[src/rtl/whg_pkg.sv]
// Shared types and constants for the collision-checker slice.
package whg_pkg;

    localparam int COORD_W     = 10;
    localparam int MAX_CIRCLES = 16;
    localparam int IDX_W       = $clog2(MAX_CIRCLES);

    typedef enum logic [1:0] {
        ST_IDLE   = 2'd0,
        ST_SCAN   = 2'd1,
        ST_FINISH = 2'd2
    } scan_state_t;

    // One extra bit so distances and sums never wrap.
    function automatic logic [COORD_W:0] abs_diff(input logic [COORD_W-1:0] a,
                                                  input logic [COORD_W-1:0] b);
        return (a >= b) ? {1'b0, a - b} : {1'b0, b - a};
    endfunction

endpackage

[src/rtl/circle_hit_test.sv]
// Player-box versus one circle overlap test.
// CIRCLE_EXACT_HIT_EN selects the registered exact-distance test instead of the box test.
module circle_hit_test
    import whg_pkg::*;
(
`ifdef CIRCLE_EXACT_HIT_EN
    input  logic               Clk,
    input  logic               Reset,
`endif
    input  logic [COORD_W-1:0] cx,
    input  logic [COORD_W-1:0] cy,
    input  logic [COORD_W-1:0] cs,
    input  logic [COORD_W-1:0] px,
    input  logic [COORD_W-1:0] py,
    input  logic [COORD_W-1:0] ps,
    output logic               collide
);

    logic [COORD_W:0] dx_s;
    logic [COORD_W:0] dy_s;

    assign dx_s = abs_diff(px, cx);
    assign dy_s = abs_diff(py, cy);

`ifdef CIRCLE_EXACT_HIT_EN
    logic [COORD_W:0] ex_s;
    logic [COORD_W:0] ey_s;
    logic [21:0]      dist2_s;
    logic [21:0]      rad2_s;

    // Distance from the circle centre to the nearest point of the player box.
    always_comb begin
        ex_s    = (dx_s > {1'b0, ps}) ? dx_s - {1'b0, ps} : 11'd0;
        ey_s    = (dy_s > {1'b0, ps}) ? dy_s - {1'b0, ps} : 11'd0;
        dist2_s = ({11'd0, ex_s} * {11'd0, ex_s}) + ({11'd0, ey_s} * {11'd0, ey_s});
        rad2_s  = {12'd0, cs} * {12'd0, cs};
    end

    // Compare result lands one cycle after its circle is presented.
    always_ff @(posedge Clk or posedge Reset) begin
        if (Reset) begin
            collide <= 1'b0;
        end else begin
            collide <= (dist2_s <= rad2_s);
        end
    end
`else
    logic [COORD_W:0] reach_s;

    // Box approximation: both axis distances within the combined extents.
    always_comb begin
        reach_s = {1'b0, ps} + {1'b0, cs};
        collide = (dx_s <= reach_s) && (dy_s <= reach_s);
    end
`endif

endmodule

[src/rtl/circle_collision.sv]
// Per-frame sequential scan of all circles against the player, with a saturating death counter.
// CIRCLE_EXACT_HIT_EN adds a one-cycle drain for the registered exact test.
module circle_collision
    import whg_pkg::*;
#(
    parameter int N_CIRCLES = 8,
    parameter int DEATH_W   = 16
) (
    input  logic                                Clk,
    input  logic                                Reset,
    input  logic                                frame_start,
    input  logic                                enable,
    input  logic [N_CIRCLES-1:0][COORD_W-1:0]   CircleX,
    input  logic [N_CIRCLES-1:0][COORD_W-1:0]   CircleY,
    input  logic [N_CIRCLES-1:0][COORD_W-1:0]   CircleS,
    input  logic [COORD_W-1:0]                  PlayerX,
    input  logic [COORD_W-1:0]                  PlayerY,
    input  logic [COORD_W-1:0]                  PlayerS,
    output logic                                busy,
    output logic                                done,
    output logic                                hit,
    output logic [3:0]                          hit_index,
    output logic [DEATH_W-1:0]                  death_count
);

    localparam logic [IDX_W-1:0] LAST_IDX = IDX_W'(N_CIRCLES - 1);

    scan_state_t         state_r;
    logic [IDX_W-1:0]    idx_r;
    logic [COORD_W-1:0]  px_r, py_r, ps_r;
    logic                scan_hit_r;
    logic [IDX_W-1:0]    scan_idx_r;
    logic [COORD_W-1:0]  cx_s, cy_s, cs_s;
    logic                collide_s;
`ifdef CIRCLE_EXACT_HIT_EN
    logic                pend_valid_r;
    logic [IDX_W-1:0]    pend_idx_r;
    logic                drain_r;
`endif

    // Select the circle at the scan index.
    always_comb begin
        cx_s = {COORD_W{1'b0}};
        cy_s = {COORD_W{1'b0}};
        cs_s = {COORD_W{1'b0}};
        for (int i = 0; i < N_CIRCLES; i++) begin
            cx_s = cx_s | (CircleX[i] & {COORD_W{idx_r == IDX_W'(i)}});
            cy_s = cy_s | (CircleY[i] & {COORD_W{idx_r == IDX_W'(i)}});
            cs_s = cs_s | (CircleS[i] & {COORD_W{idx_r == IDX_W'(i)}});
        end
    end

    circle_hit_test u_hit (
`ifdef CIRCLE_EXACT_HIT_EN
        .Clk     (Clk),
        .Reset   (Reset),
`endif
        .cx      (cx_s),
        .cy      (cy_s),
        .cs      (cs_s),
        .px      (px_r),
        .py      (py_r),
        .ps      (ps_r),
        .collide (collide_s)
    );

    // Scan FSM, first-hit capture, published result and death counter.
    always_ff @(posedge Clk or posedge Reset) begin
        if (Reset) begin
            state_r      <= ST_IDLE;
            idx_r        <= {IDX_W{1'b0}};
            px_r         <= {COORD_W{1'b0}};
            py_r         <= {COORD_W{1'b0}};
            ps_r         <= {COORD_W{1'b0}};
            scan_hit_r   <= 1'b0;
            scan_idx_r   <= {IDX_W{1'b0}};
            busy         <= 1'b0;
            done         <= 1'b0;
            hit          <= 1'b0;
            hit_index    <= 4'd0;
            death_count  <= {DEATH_W{1'b0}};
`ifdef CIRCLE_EXACT_HIT_EN
            pend_valid_r <= 1'b0;
            pend_idx_r   <= {IDX_W{1'b0}};
            drain_r      <= 1'b0;
`endif
        end else begin
            done <= 1'b0;
            case (state_r)
                ST_IDLE: begin
                    if (frame_start && enable) begin
                        px_r       <= PlayerX;
                        py_r       <= PlayerY;
                        ps_r       <= PlayerS;
                        idx_r      <= {IDX_W{1'b0}};
                        scan_hit_r <= 1'b0;
                        scan_idx_r <= {IDX_W{1'b0}};
                        busy       <= 1'b1;
                        state_r    <= ST_SCAN;
`ifdef CIRCLE_EXACT_HIT_EN
                        pend_valid_r <= 1'b0;
                        drain_r      <= 1'b0;
`endif
                    end else begin
                        busy <= 1'b0;
                    end
                end
                ST_SCAN: begin
`ifdef CIRCLE_EXACT_HIT_EN
                    // collide_s belongs to the circle presented on the previous cycle.
                    if (pend_valid_r && collide_s && !scan_hit_r) begin
                        scan_hit_r <= 1'b1;
                        scan_idx_r <= pend_idx_r;
                    end
                    pend_idx_r   <= idx_r;
                    pend_valid_r <= !drain_r;
                    if (drain_r) begin
                        drain_r <= 1'b0;
                        busy    <= 1'b0;
                        state_r <= ST_FINISH;
                    end else if (idx_r == LAST_IDX) begin
                        drain_r <= 1'b1;
                    end else begin
                        idx_r <= idx_r + IDX_W'(1);
                    end
`else
                    if (collide_s && !scan_hit_r) begin
                        scan_hit_r <= 1'b1;
                        scan_idx_r <= idx_r;
                    end
                    if (idx_r == LAST_IDX) begin
                        busy    <= 1'b0;
                        state_r <= ST_FINISH;
                    end else begin
                        idx_r <= idx_r + IDX_W'(1);
                    end
`endif
                end
                ST_FINISH: begin
                    hit       <= scan_hit_r;
                    hit_index <= 4'(scan_idx_r);
                    done      <= 1'b1;
                    if (scan_hit_r && (death_count != {DEATH_W{1'b1}})) begin
                        death_count <= death_count + DEATH_W'(1);
                    end
                    state_r <= ST_IDLE;
                end
                default: begin
                    busy    <= 1'b0;
                    state_r <= ST_IDLE;
                end
            endcase
        end
    end

endmodule

[config.mk]
export PLATFORM = sky130hd
export DESIGN_NAME = circle_collision
export DESIGN_NICKNAME = d
export VERILOG_FILES = /design/src/rtl/whg_pkg.sv /design/src/rtl/circle_hit_test.sv /design/src/rtl/circle_collision.sv
export SDC_FILE = /design/constraint.sdc
export NUM_CORES = 1
export LEC_CHECK = 0
export CORE_AREA = 2 2 116 118
export CTS_BUF_LIST = sky130_fd_sc_hd__clkbuf_16
export CTS_CLUSTER_DIAMETER = 120
export DETAILED_ROUTE_END_ITERATION = 10
export DIE_AREA = 0 0 118 120
export DONT_BUFFER_PORTS = 1
export GPL_TIMING_DRIVEN = 0
export PLACE_DENSITY = 0.69
export SLEW_MARGIN = 20
export SYNTH_ARGS = -nofsm -noshare
export SYNTH_HDL_FRONTEND = slang
export SYNTH_SLANG_ARGS = --single-unit
[constraint.sdc]
create_clock -name Clk -period 11.68 [get_ports Clk]
set_input_delay 1.168 -clock Clk [delete_from_list [all_inputs] [get_ports Clk]]
set_output_delay 1.168 -clock Clk [all_outputs]
set_load 0.03 [all_outputs]
==> results of run 1 <==
==> final cells by class <==
type                            instances  area [um^2]
Buffer                                 43          184
Clock buffer                            9          225
Clock inverter                          7          119
Fill cell                            1206         5900
Inverter                               54          205
Multi-Input combinational cell        621         4500
Sequential cell                        64         1600
Tap cell                              176          220
Timing Repair Buffer                    1         20.0
==> registers in the layout, indices dropped and copies added (netlist names) <==
register and count:
death_count 16, ps_r 10, px_r 10, py_r 10
hit_index 4, idx_r 4, scan_idx_r 4, state_r 2
busy 1, done 1, hit 1, scan_hit_r 1
==> worst min-delay path: stages (launching register included) <==
cell,delay [ns]
dfrtp_1,0.35
nand2_1,0.05
nand2_1,0.05
==> synthesized netlist by cell type, drive strengths merged, types with 5 or more instances <==
master  number
clkbuf      34
dfrtp       64
nor2b       10
o211ai       6
inv         54
a32oi        5
nand2b      11
ha          75
a22oi      120
nand4       40
mux2         6
xor2        18
a21o        19
nand2      102
nor3         6
buf          9
a211oi       6
fa           5
mux2i        9
nand3       11
a21oi       37
xnor2       20
a31oi        5
o21ai       42
nor2        16
==> metrics by stage <==
step / area, um^2 / utilization [%] / hold slack [ns]
5_1_grt: 7080 / 54.5 / 0.515
4_1_cts: 7080 / 54.5 / 0.485
2_1_floorplan: 6490 / - / 0.452
3_3_place_gp: 6710 / 51.7 / 0.469
6_report: 7080 / 54.5 / 0.483
3_5_place_dp: 6730 / 51.9 / 0.469
==> how the worst max path moves through the flow <==
| stage | from | to | depth (start not counted) | slack [ns] |
|---|---|---|---|---|
| 2_1_floorplan | idx_r[0] | scan_idx_r[0] | 22 | 6.63 |
| 3_3_place_gp | idx_r[0] | scan_idx_r[1] | 24 | 5.46 |
| 3_5_place_dp | idx_r[0] | scan_idx_r[0] | 24 | 5.36 |
| 4_1_cts | idx_r[0] | scan_idx_r[0] | 24 | 5.29 |
| 5_1_grt | idx_r[0] | scan_idx_r[0] | 24 | 4.83 |
| 6_report | idx_r[0] | scan_idx_r[0] | 24 | 5.16 |
==> placed cells by master (no fill, tap or decap), drive strengths merged, types with 4 or more instances in the layout <==
cell type,Yosys,final
a22oi,120,120
nand2,102,102
ha,75,75
dfrtp,64,64
inv,54,55
clkbuf,34,43
o21ai,42,42
nand4,40,40
a21oi,37,37
xnor2,20,20
a21o,19,19
xor2,18,18
nor2,16,16
nand3,11,11
nand2b,11,11
nor2b,10,10
buf,9,10
mux2i,9,9
o211ai,6,6
nor3,6,6
a211oi,6,6
mux2,6,6
a32oi,5,5
fa,5,5
a31oi,5,5
and4,4,4
or3,4,4
or4,4,4
and3b,4,4
nor3b,4,4
o21bai,4,4
==> routing by layer <==
metal | up-vias | global-route usage (%)
met4 | 0 | 17.4
met1 | 3152 | 41.5
li1 | 2937 | -
met5 | - | 0
met2 | 416 | 59.0
met3 | 79 | 9.13
==> logic make-up (layout without fill, tap and decap cells) <==
family                     count (synthesis)  in the layout  share of synthesized area [%]
muxes                                     15             15                           2.49
adders and majority gates                 80             80                           16.0
DFF                                       64             64                           24.7
and+or+nand+nor                          226            226                           17.5
AOI/OAI and AO/OA                        262            262                           28.2
buffers and inverters                     97            114                           5.96
xor gates and xnor gates                  38             38                           5.13
==> results.sh, run 1 <==
export IMPL_status="finished clean"
export IMPL_cp_cell_sequence="ha_1 -> and3b_1 -> clkbuf_1 -> clkbuf_1 -> a22oi_1 -> nand4_1 -> ha_1 -> fa_1 -> nor2b_1 -> o21ai_1 -> a41oi_1 -> a21oi_4 -> mux2_1 -> a21oi_1 -> o21ai_1 -> xnor2_1 -> ha_1 -> nand2_1 -> nor2_1 -> a211o_1 -> a2111oi_0 -> o32a_1 -> or4_1 -> nand3_1"
export IMPL_antenna_found_initial=0
export IMPL_hold_viol_final=0
export IMPL_yosysWarnings=0
export IMPL_grt_pass1_wl_um=37400
export IMPL_setup_tns_final_ns=0
export IMPL_insertedDiodeCount=0
export IMPL_routed_via_density=6.75
export IMPL_finalMaxSlewViolations=0
export IMPL_first_pass_iters=7
export IMPL_num_vias=6584
export IMPL_post_route_drc_count=0
export IMPL_rrSetupSlack_ns=5.16
export IMPL_synth_area_top_cells="dfrtp_1, ha_1, a22oi_1"
export IMPL_period_needed_ns=6.52
export IMPL_critPathLaunchType="flip-flop"
export IMPL_ys_flop_type="dfrtp_1"
export IMPL_routabilityCongestion=0.944
export IMPL_cts_sinks=64
export IMPL_setup_viol_count_final=0
export IMPL_nets=1148
export IMPL_top_layer="met4"
export IMPL_die_y_um=120
export IMPL_grt_pass1_vias=6757
export IMPL_r2r_end="scan_idx_r[0]"
export IMPL_synth_distinct_cells=60
export IMPL_hpwlAfterDp_um=19600
export IMPL_cts_tree="built"
export IMPL_dr_wl_met3_um=2300
export IMPL_port_buffers=0
export IMPL_wl_met2_um=11900
export IMPL_timing_rr_start="idx_r[0]"
export IMPL_start_util_pct=50.0
export IMPL_io_pins=297
export IMPL_hold_buffers=0
export IMPL_synth_edf_count=0
export IMPL_overflow=0
export IMPL_grt_max_degree=35
export IMPL_holdCritStartpoint="ps_r[6]"
export IMPL_netlist_area_um2=6490
export IMPL_placedCellCount=959
export IMPL_drt_iter0_drc=551
export IMPL_yosysTopAreaCellShare_pct=24.7
export IMPL_whs_path_depth=2
export IMPL_yosysTopAreaCell="dfrtp_1"
export IMPL_grtUsageTotal_pct=35.0
export IMPL_wl_per_cell_um=25.6
export IMPL_cts_htree_levels=3
export IMPL_slew_headroom_pct=26.7
export IMPL_hold_end="ps_r[6]"
export IMPL_syn2layout_area_growth_pct=9.04
export IMPL_wl_met1_um=9690
export IMPL_crit_arrival_ns=6.73
export IMPL_ant_nets=0
export IMPL_grt_setup_unrepaired="no"
export IMPL_cts_resized_gates=0
export IMPL_critPathRequiredTime_ns=11.89
export IMPL_tightest_slew_ns=1.09
export IMPL_worstRegToRegCells=24
export IMPL_critPathTopFamily="compound AO/OA/AOI/OAI gates"
export IMPL_stdcell_count=975
export IMPL_cts_buffer_depth=2
export IMPL_core_um2=13000
export IMPL_cts_setup_buffers=0
export IMPL_cts_buffers=9
export IMPL_cts_root_buf="clkbuf_16"
export IMPL_die_area_um2=14200
export IMPL_setup_ws_ns=5.16
export IMPL_cpPeakStageDelay_ns=0.77
export IMPL_syn_inst=782
export IMPL_cp_buffers_inverters=2
export IMPL_slowest_stage="clkbuf_1"
export IMPL_cap_violations=0
export IMPL_ys_async_sr_fraction_pct=100
export IMPL_critPathMostFrequentCell="ha_1"
export IMPL_hp_class="flip-flop to flip-flop"
export IMPL_finalWirelength_um=24900
export IMPL_syn_avg_cell_area_um2=8.30
export IMPL_rows=42
export IMPL_fmax_ghz=0.153
export IMPL_path_clk_slew_ns=0.06
export IMPL_syn_nets=1136
export IMPL_yosysSeqAreaShare_pct=24.7
export IMPL_fin_crit_sh_pct=55.8
export IMPL_fin_skew_ns=0.00678
export IMPL_ys_ff_latch=64
export IMPL_clock_latency_ns=0.34
export IMPL_critPathMaxFanout=10
export IMPL_drive_gt1_share_pct=4.88
export IMPL_dieWidth_um=118
export IMPL_endpoint_kind="flip-flop"
export IMPL_crit_type="flip-flop to flip-flop"
export IMPL_place_ws_ns=5.36
Power of run 1 is left out: the tool's default activity adds up to more than one toggle a clock period on the data nets, which glitch-free logic cannot reach.
==> inputs of run 2 (changes only) <==
==> constraint.sdc (replaced) <==
create_clock -name Clk -period 6.1 [get_ports Clk]
set_input_delay 0.61 -clock Clk [delete_from_list [all_inputs] [get_ports Clk]]
set_output_delay 0.61 -clock Clk [all_outputs]
set_load 0.03 [all_outputs]
==> results.sh, run 2 (synthesis gave the netlist of run 1 again) <==
export IMPL_wl_met2_um=11800
export IMPL_place_ws_ns=-0.215
export IMPL_num_vias=6588
export IMPL_fillCellCount=1199
export IMPL_critPathRequiredTime_ns=6.31
export IMPL_syn2layout_area_growth_pct=10.5
export IMPL_core_um2=13000
export IMPL_nets=1152
export IMPL_crit_type="flip-flop to flip-flop"
export IMPL_finalWirelength_um=25100
export IMPL_period_needed_ns=5.86
export IMPL_dieWidth_um=118
export IMPL_io_pins=297
export IMPL_post_route_drc_count=0
export IMPL_largest_register_ff_count=16
export IMPL_max_flop_register="death_count"
export IMPL_hold_buffers=0
export IMPL_grt_pass1_vias=6785
export IMPL_cts_tree="built"
export IMPL_insertedDiodeCount=0
export IMPL_tightest_slew_ns=1.05
export IMPL_ant_nets=0
export IMPL_cts_buffer_depth=2
export IMPL_path_clk_slew_ns=0.06
export IMPL_grt_pass1_wl_um=37500
export IMPL_cts_root_buf="clkbuf_16"
export IMPL_cts_sinks=64
export IMPL_final_cell_mix="a22oi_1, nand2_1, ha_1, dfrtp_1, inv_1"
export IMPL_start_util_pct=50.0
export IMPL_setup_ws_ns=0.245
export IMPL_grt_max_degree=35
export IMPL_hp_class="primary input to async pin"
export IMPL_clock_latency_ns=0.34
export IMPL_cts_buffers=9
export IMPL_port_buffers=0
export IMPL_layout_cells_most_common="a22oi_1"
export IMPL_endpoint_kind="flip-flop"
export IMPL_final_cell_area_um2=7170
export IMPL_die_area_um2=14200
export IMPL_critPathLaunchType="flip-flop"
export IMPL_critPathMaxFanout=10
export IMPL_fin_skew_ns=0.00439
export IMPL_drt_iter0_drc=550
export IMPL_worstRegToRegCells=25
export IMPL_wl_met1_um=9780
export IMPL_antenna_found_initial=0
export IMPL_fmax_ghz=0.171
export IMPL_die_y_um=120
export IMPL_routabilityCongestion=0.944
export IMPL_hpwlAfterDp_um=19600
export IMPL_overflow=0
export IMPL_wl_per_cell_um=25.7
export IMPL_rows=42
export IMPL_crit_arrival_ns=6.07
export IMPL_cts_htree_levels=3
export IMPL_dr_wl_met3_um=2420
export IMPL_grt_setup_unrepaired="no"
export IMPL_placed_area_um2=6730
export IMPL_fin_crit_sh_pct=96.0
export IMPL_cap_violations=0
export IMPL_status="finished clean"
export IMPL_routed_via_density=6.73
export IMPL_hold_viol_final=0
export IMPL_setup_viol_count_final=0
export IMPL_first_pass_iters=5
export IMPL_finalMaxSlewViolations=0
export IMPL_slew_headroom_pct=29.3
export IMPL_grtUsageTotal_pct=35.1
export IMPL_drive_gt1_share_pct=7.97
export IMPL_top_layer="met4"
run 2: cell count changes in the layout (fill, tap and decap cells not counted), moves of 3 or more:
cell      change
clkbuf_2     +11
buf_2         +4
buf_4         +3
clkbuf_1     -16
run 2: routing by layer:
layer	up-vias	track usage, %
li1	2944	-
met1	3138	42.3
met2	440	58.5
met4	0	18.4
met5	-	0
met3	66	8.13
run 2: worst max-delay path, stage by stage (launching register included):
cell and delay (ns):
dfrtp_2 0.46, ha_1 0.27, and3b_1 0.18, clkbuf_1 0.16, clkbuf_4 0.29, a22oi_1 0.23, nand4_1 0.30, ha_2 0.32
fa_1 0.40, nor2b_1 0.12, o21ai_1 0.10, a41oi_2 0.25, a21oi_4 0.14, buf_4 0.16, o211a_1 0.22, a21oi_1 0.12
o21ai_1 0.10, xnor2_1 0.23, ha_1 0.29, nand2_1 0.12, nor2_1 0.06, a211o_1 0.26, a2111oi_4 0.44, o32a_2 0.27
or4_1 0.14, nand3_1 0.09
run 2: final cells by class:
class,count,area [um^2],share of cell area [%]
Buffer,43,206,2.88
Clock buffer,9,225,3.14
Clock inverter,7,119,1.66
Inverter,54,205,2.86
Multi-Input combinational cell,622,4550,63.4
Sequential cell,64,1600,22.4
Tap cell,176,220,3.07
Timing Repair Buffer,4,42.5,0.594
run 2: timing repair:
item,in CTS,in global routing
setup buffers,0,3
pin swaps,0,4
gates cloned,0,1
endpoints found under the setup margin,5,5
gates resized for setup,7,35
run 2: worst paths after layout:
path	from	to	slack, ns
hold reg to reg	ps_r[8]	ps_r[8]	0.49
max in group asynchronous	Reset	py_r[4]	5.41
setup / recovery	idx_r[0]	scan_idx_r[0]	0.24
hold / removal	Reset	hit_index[0]	0.15
min in group Clk	PlayerY[9]	py_r[9]	0.37
setup reg to reg	idx_r[0]	scan_idx_r[0]	0.24
run 2: stage by stage:
| stage | util [%] | hold slack, ns | instances | setup TNS [ns] |
|---|---|---|---|---|
| 2_1_floorplan | - | 0.452 | 782 | 0 |
| 3_3_place_gp | 51.7 | 0.469 | 958 | -0.488 |
| 3_5_place_dp | 51.9 | 0.469 | 959 | -0.863 |
| 4_1_cts | 54.6 | 0.151 | 975 | 0 |
| 5_1_grt | 55.2 | 0.172 | 979 | 0 |
| 6_report | 55.2 | 0.146 | 979 | 0 |
Power of run 2 is left out for the same reason.
==> RTL change 1 (settings of run 2) <==
Register the input `CircleS` before use, without a reset. The logic sees it one clock later. The other inputs are not delayed to match.
--- a/src/rtl/circle_collision.sv
+++ b/src/rtl/circle_collision.sv
@@ -25,6 +25,12 @@
 
     localparam logic [IDX_W-1:0] LAST_IDX = IDX_W'(N_CIRCLES - 1);
 
+    logic [N_CIRCLES-1:0][COORD_W-1:0] CircleS_q;
+
+    always_ff @(posedge Clk) begin
+        CircleS_q <= CircleS;
+    end
+
     scan_state_t         state_r;
     logic [IDX_W-1:0]    idx_r;
     logic [COORD_W-1:0]  px_r, py_r, ps_r;
@@ -46,7 +52,7 @@
         for (int i = 0; i < N_CIRCLES; i++) begin
             cx_s = cx_s | (CircleX[i] & {COORD_W{idx_r == IDX_W'(i)}});
             cy_s = cy_s | (CircleY[i] & {COORD_W{idx_r == IDX_W'(i)}});
-            cs_s = cs_s | (CircleS[i] & {COORD_W{idx_r == IDX_W'(i)}});
+            cs_s = cs_s | (CircleS_q[i] & {COORD_W{idx_r == IDX_W'(i)}});
         end
     end
 
Check against the original RTL: same outputs for any inputs over 10 cycles, from zero or initial values and one cycle with Reset high; that may be too few to reach the edited logic, so the function may still have changed.
==> RTL change 1 against run 2 <==
Area after synthesis increased by 24%. Routed wire length increased by 8.3%. Sequential cell count increased by 80. Cell area increased by 24%. Worst setup slack improved by 0.016 ns.
Power is left out: the tool's default activity adds up to more than one toggle a clock period on the data nets, which glitch-free logic cannot reach.
==> RTL change 1: results (changes against run 2) <==
HOLD PATH
--------------------------------------------------------------------------
Type of the most critical hold path ......................... primary input to flip-flop   was primary input to asynchronous set/reset pin

CRITICAL PATH
--------------------------------------------------------------------------
Critical path's slowest cell ................................      dfrtp_1   was dfrtp_2
R2R Setup Slk ...............................................      0.26 ns   was 0.24 ns
Worst path max stage delay ..................................      0.42 ns   was 0.46 ns
Arrival @ worst endpoint ....................................      6.17 ns   was 6.07 ns
Cell depth of the worst flop-to-flop path ...................           22   was 25
Worst reg2reg endpoint ...................................... scan_idx_r[3]   was scan_idx_r[0]

FINAL LAYOUT
--------------------------------------------------------------------------
Number of nets at the end of the flow .......................         1217   was 1152
Number of fill cells in the layout ..........................         1035   was 1199
Layout cells sized above 1 ..................................        8.46%   was 7.97%

STATUS
--------------------------------------------------------------------------
Run status .................................................. finished clean   unchanged

TIMING
--------------------------------------------------------------------------
Worst rel slew slack ........................................        44.8%   was 29.3%
Final clock skew ............................................    0.0102 ns   was 0.00439 ns

ROUTE
--------------------------------------------------------------------------
Post-detailed-route via-to-cell ratio .......................         6.79   was 6.73
Via count ...................................................         7153   was 6588
Final Routed Wirelength .....................................     27200 µm   was 25100 µm

GRT
--------------------------------------------------------------------------
Global routing usage on met2 ................................        60.4%   was 58.5%
Number of global-route vias before repair ...................         7277   was 6785
Pin count of the biggest net entering global routing ........           54   was 35
Initial antenna violation count .............................            3   was 0
Fraction of met1 tracks used by global routing ..............        46.8%   was 42.3%
Met3 routing resource usage after global routing ............        11.3%   was 8.13%

SYNTHESIS
--------------------------------------------------------------------------
Top post-synthesis cells by area ............................ dfrtp_1 20%, dfxtp_1 20%, ha_1 12%   was dfrtp_1 25%, ha_1 14%, a22oi_1 14%
Complex-gate fraction of the synthesized area ...............        22.0%   was 28.2%
Post-synth top cells ........................................ 120 x a22oi_1, 88 x nand2_1, 80 x dfxtp_1   was 120 x a22oi_1, 102 x nand2_1, 75 x ha_1
Adder-Cell Fraction of Synth Area ...........................        12.9%   was 16.0%
Mapped Cells ................................................          842   was 782
Mux share of post-synthesis cell area .......................        3.13%   was 2.49%
Async set-or-reset flop fraction in the synthesized netlist .        44.4%   was 100%

PLACED DESIGN
--------------------------------------------------------------------------
Gp weighted congestion ......................................        0.923   was 0.944
Placed cells ................................................         1019   was 959
Half-perimeter wire length after placement ..................     20000 µm   was 19600 µm

CLOCK NETWORK
--------------------------------------------------------------------------
CTS Buf Count ...............................................           17   was 9
Depth of the CTS H-tree .....................................            4   was 3

-- RTL change 1: cell types whose count changed in the layout (fill, tap and decap cells not counted), moves of 7 or more --
| cell | delta |
|---|---|
| dfxtp_1 | +80 |
| nand2_1 | -14 |
| clkbuf_16 | +9 |
| mux2i_1 | +9 |
| a21o_1 | -7 |
| nor2_1 | +7 |
-- RTL change 1: stage by stage --
step / setup slack [ns] / hold slack (ns)
floorplan: 1.31 / 0.452
global placement: 0.440 / 0.467
detailed placement: 0.268 / 0.424
CTS: 0.132 / 0.193
global route: -0.00671 / 0.195
finish: 0.261 / 0.204
-- RTL change 1: cell type report --
cell class | instances | area (µm²) | share of cell area [%]
multi-input combinational | 599 | 4440 | 49.8
sequential | 144 | 3200 | 35.9
clock buffer | 18 | 450 | 5.05
tap | 176 | 220 | 2.47
inverter | 56 | 213 | 2.39
buffer | 43 | 203 | 2.27
clock inverter | 13 | 141 | 1.59
timing repair buffer | 2 | 37.5 | 0.421
antenna | 3 | 7.51 | 0.0842
-- RTL change 1: worst max-delay path by stage --
stage / startpoint / to / slack, ns / cells past startpoint
after floorplan: idx_r[0] / scan_idx_r[0] / 1.31 / 22
after global placement: idx_r[0] / scan_idx_r[2] / 0.44 / 22
after detailed placement: idx_r[0] / scan_idx_r[3] / 0.27 / 22
after CTS: idx_r[0] / scan_idx_r[3] / 0.13 / 22
after global routing: idx_r[0] / scan_idx_r[3] / -0.007 / 22
final: idx_r[0] / scan_idx_r[3] / 0.26 / 22
-- RTL change 1: routing by layer --
layer,vias to the layer above,wire (µm)
met2,519,12700
met4,0,1220
met1,3407,10600
li1,3114,-
met3,113,2700
met5,-,0
-- RTL change 1: timing repair --
item / in CTS / in global routing
gates resized for setup: 0 / 26
endpoints found under the hold margin: 11 / 0
endpoints found under the setup margin: 0 / 5
hold buffers: 1 / 0
==> RTL change 2 (flow settings as in run 2) <==
Made on the original files. The parameter `DEATH_W` goes from 16 to 32.
--- a/src/rtl/circle_collision.sv
+++ b/src/rtl/circle_collision.sv
@@ -4,7 +4,7 @@
     import whg_pkg::*;
 #(
     parameter int N_CIRCLES = 8,
-    parameter int DEATH_W   = 16
+    parameter int DEATH_W   = 32
 ) (
     input  logic                                Clk,
     input  logic                                Reset,
Interface: changed (resized death_count); port bits go from 297 to 313. The function was not compared with the original's and may differ.
==> RTL change 2 against run 2 <==
Sequential cell count grew 16. Area after synthesis grew 12%. Highest routed layer unchanged. Cell area grew 9.6%. Worst setup slack gained 0.022 ns. Utilization grew 5.3 points. Routed wire length grew 4.5%. First-iteration DRC count grew 8.5%. Die area is the same. Critical path type unchanged. Critical endpoint is now scan_idx_r[2].
Power is left out: the tool's default activity adds up to more than one toggle a clock period on the data nets, which glitch-free logic cannot reach.
==> RTL change 2: results (changes against run 2) <==
STATUS
----------------------------------------------------------------------
Run status .............................................. finished clean   unchanged

GRT
----------------------------------------------------------------------
Number of global-route vias before repair ...............         6862   was 6785
Initial antenna violation count .........................            1   was 0
Pin count of the biggest net entering global routing ....           60   was 35
Total routing resource utilization after global routing .        36.5%   was 35.1%
Wire length of the first global-routing pass ............     39500 µm   was 37500 µm

PLACED DESIGN
----------------------------------------------------------------------
Placement-stage worst setup slack .......................    0.0501 ns   was -0.215 ns
Cell Area, Placed .......................................     7500 µm²   was 6730 µm²
Count of buffers from port buffering ....................            0   unchanged
Gp weighted congestion ..................................        0.944   about the same
Half-perimeter wire length after placement ..............     20300 µm   was 19600 µm
Placed cells ............................................         1027   was 959

TIMING
----------------------------------------------------------------------
Worst rel slew slack ....................................        43.6%   was 29.3%
Final clock skew ........................................   0.00586 ns   was 0.00439 ns
Least setup slack across all paths after layout .........     0.267 ns   was 0.245 ns
Final-layout worst hold slack ...........................     0.109 ns   was 0.146 ns

SYNTHESIS
----------------------------------------------------------------------
Area share of xor/xnor cells in the synthesized design ..        6.52%   was 5.13%
Adder-Cell Fraction of Synth Area .......................        14.3%   was 16.0%
Sequential area share after synthesis ...................        27.6%   was 24.7%
Top post-synthesis cells by area ........................ dfrtp_1 28%, ha_1 13%, a22oi_1 13%   was dfrtp_1 25%, ha_1 14%, a22oi_1 14%
Syn_area_per_cell .......................................     8.53 µm²   was 8.30 µm²
Mux share of post-synthesis cell area ...................        3.14%   was 2.49%
Complex-gate fraction of the synthesized area ...........        24.1%   was 28.2%
Post-synth net total ....................................         1204   was 1136
Synthesis Warnings ......................................            0   unchanged

CLOCK NETWORK
----------------------------------------------------------------------
Root Buffer Master ......................................    clkbuf_16   unchanged
Maximum buffer depth of the clock tree ..................            2   unchanged
Number of resized instances in the post-cts repair step .            1   was 7

CRITICAL PATH
----------------------------------------------------------------------
R2R Setup Slk ...........................................      0.27 ns   was 0.24 ns
Cell depth of the worst flop-to-flop path ...............           23   was 25
Critical path's slowest cell ............................      dfrtp_1   was dfrtp_2
Worst reg2reg endpoint .................................. scan_idx_r[2]   was scan_idx_r[0]

ROUTE
----------------------------------------------------------------------
Via count ...............................................         7045   was 6588
Initial DRC Count .......................................          597   was 550
Wirelength per Cell .....................................      25.1 µm   was 25.7 µm
Post-detailed-route via-to-cell ratio ...................         6.74   was 6.73

FINAL LAYOUT
----------------------------------------------------------------------
Number of fill cells in the layout ......................         1165   was 1199
Total area of multi-input combinational cells ...........     4840 µm²   was 4550 µm²

RTL change 2: cells by family after synthesis:
kind of cell	count (synthesis)
adder cells (fa/ha/maj)	80
AND/OR/NAND/NOR	261
AO/OA/AOI/OAI	247
multiplexers	22
XOR/XNOR	54
buffers and inverters	106
flip-flops	80
RTL change 2: area by class of cell:
| class | instances | share of cell area (%) |
|---|---|---|
| Buffer | 44 | 2.72 |
| Sequential cell | 80 | 25.5 |
| Tap cell | 176 | 2.80 |
| Timing Repair Buffer | 3 | 0.541 |
| Multi-Input combinational cell | 664 | 61.7 |
| Inverter | 62 | 2.99 |
| Clock buffer | 9 | 2.87 |
| Antenna cell | 1 | 0.0319 |
| Clock inverter | 7 | 0.892 |
RTL change 2: per-layer routing:
metal  track usage [%]  routed length [µm]
met2              59.8               12100
met5                 0                   0
met1              45.0               10200
met4              14.2                1090
met3              11.6                2890
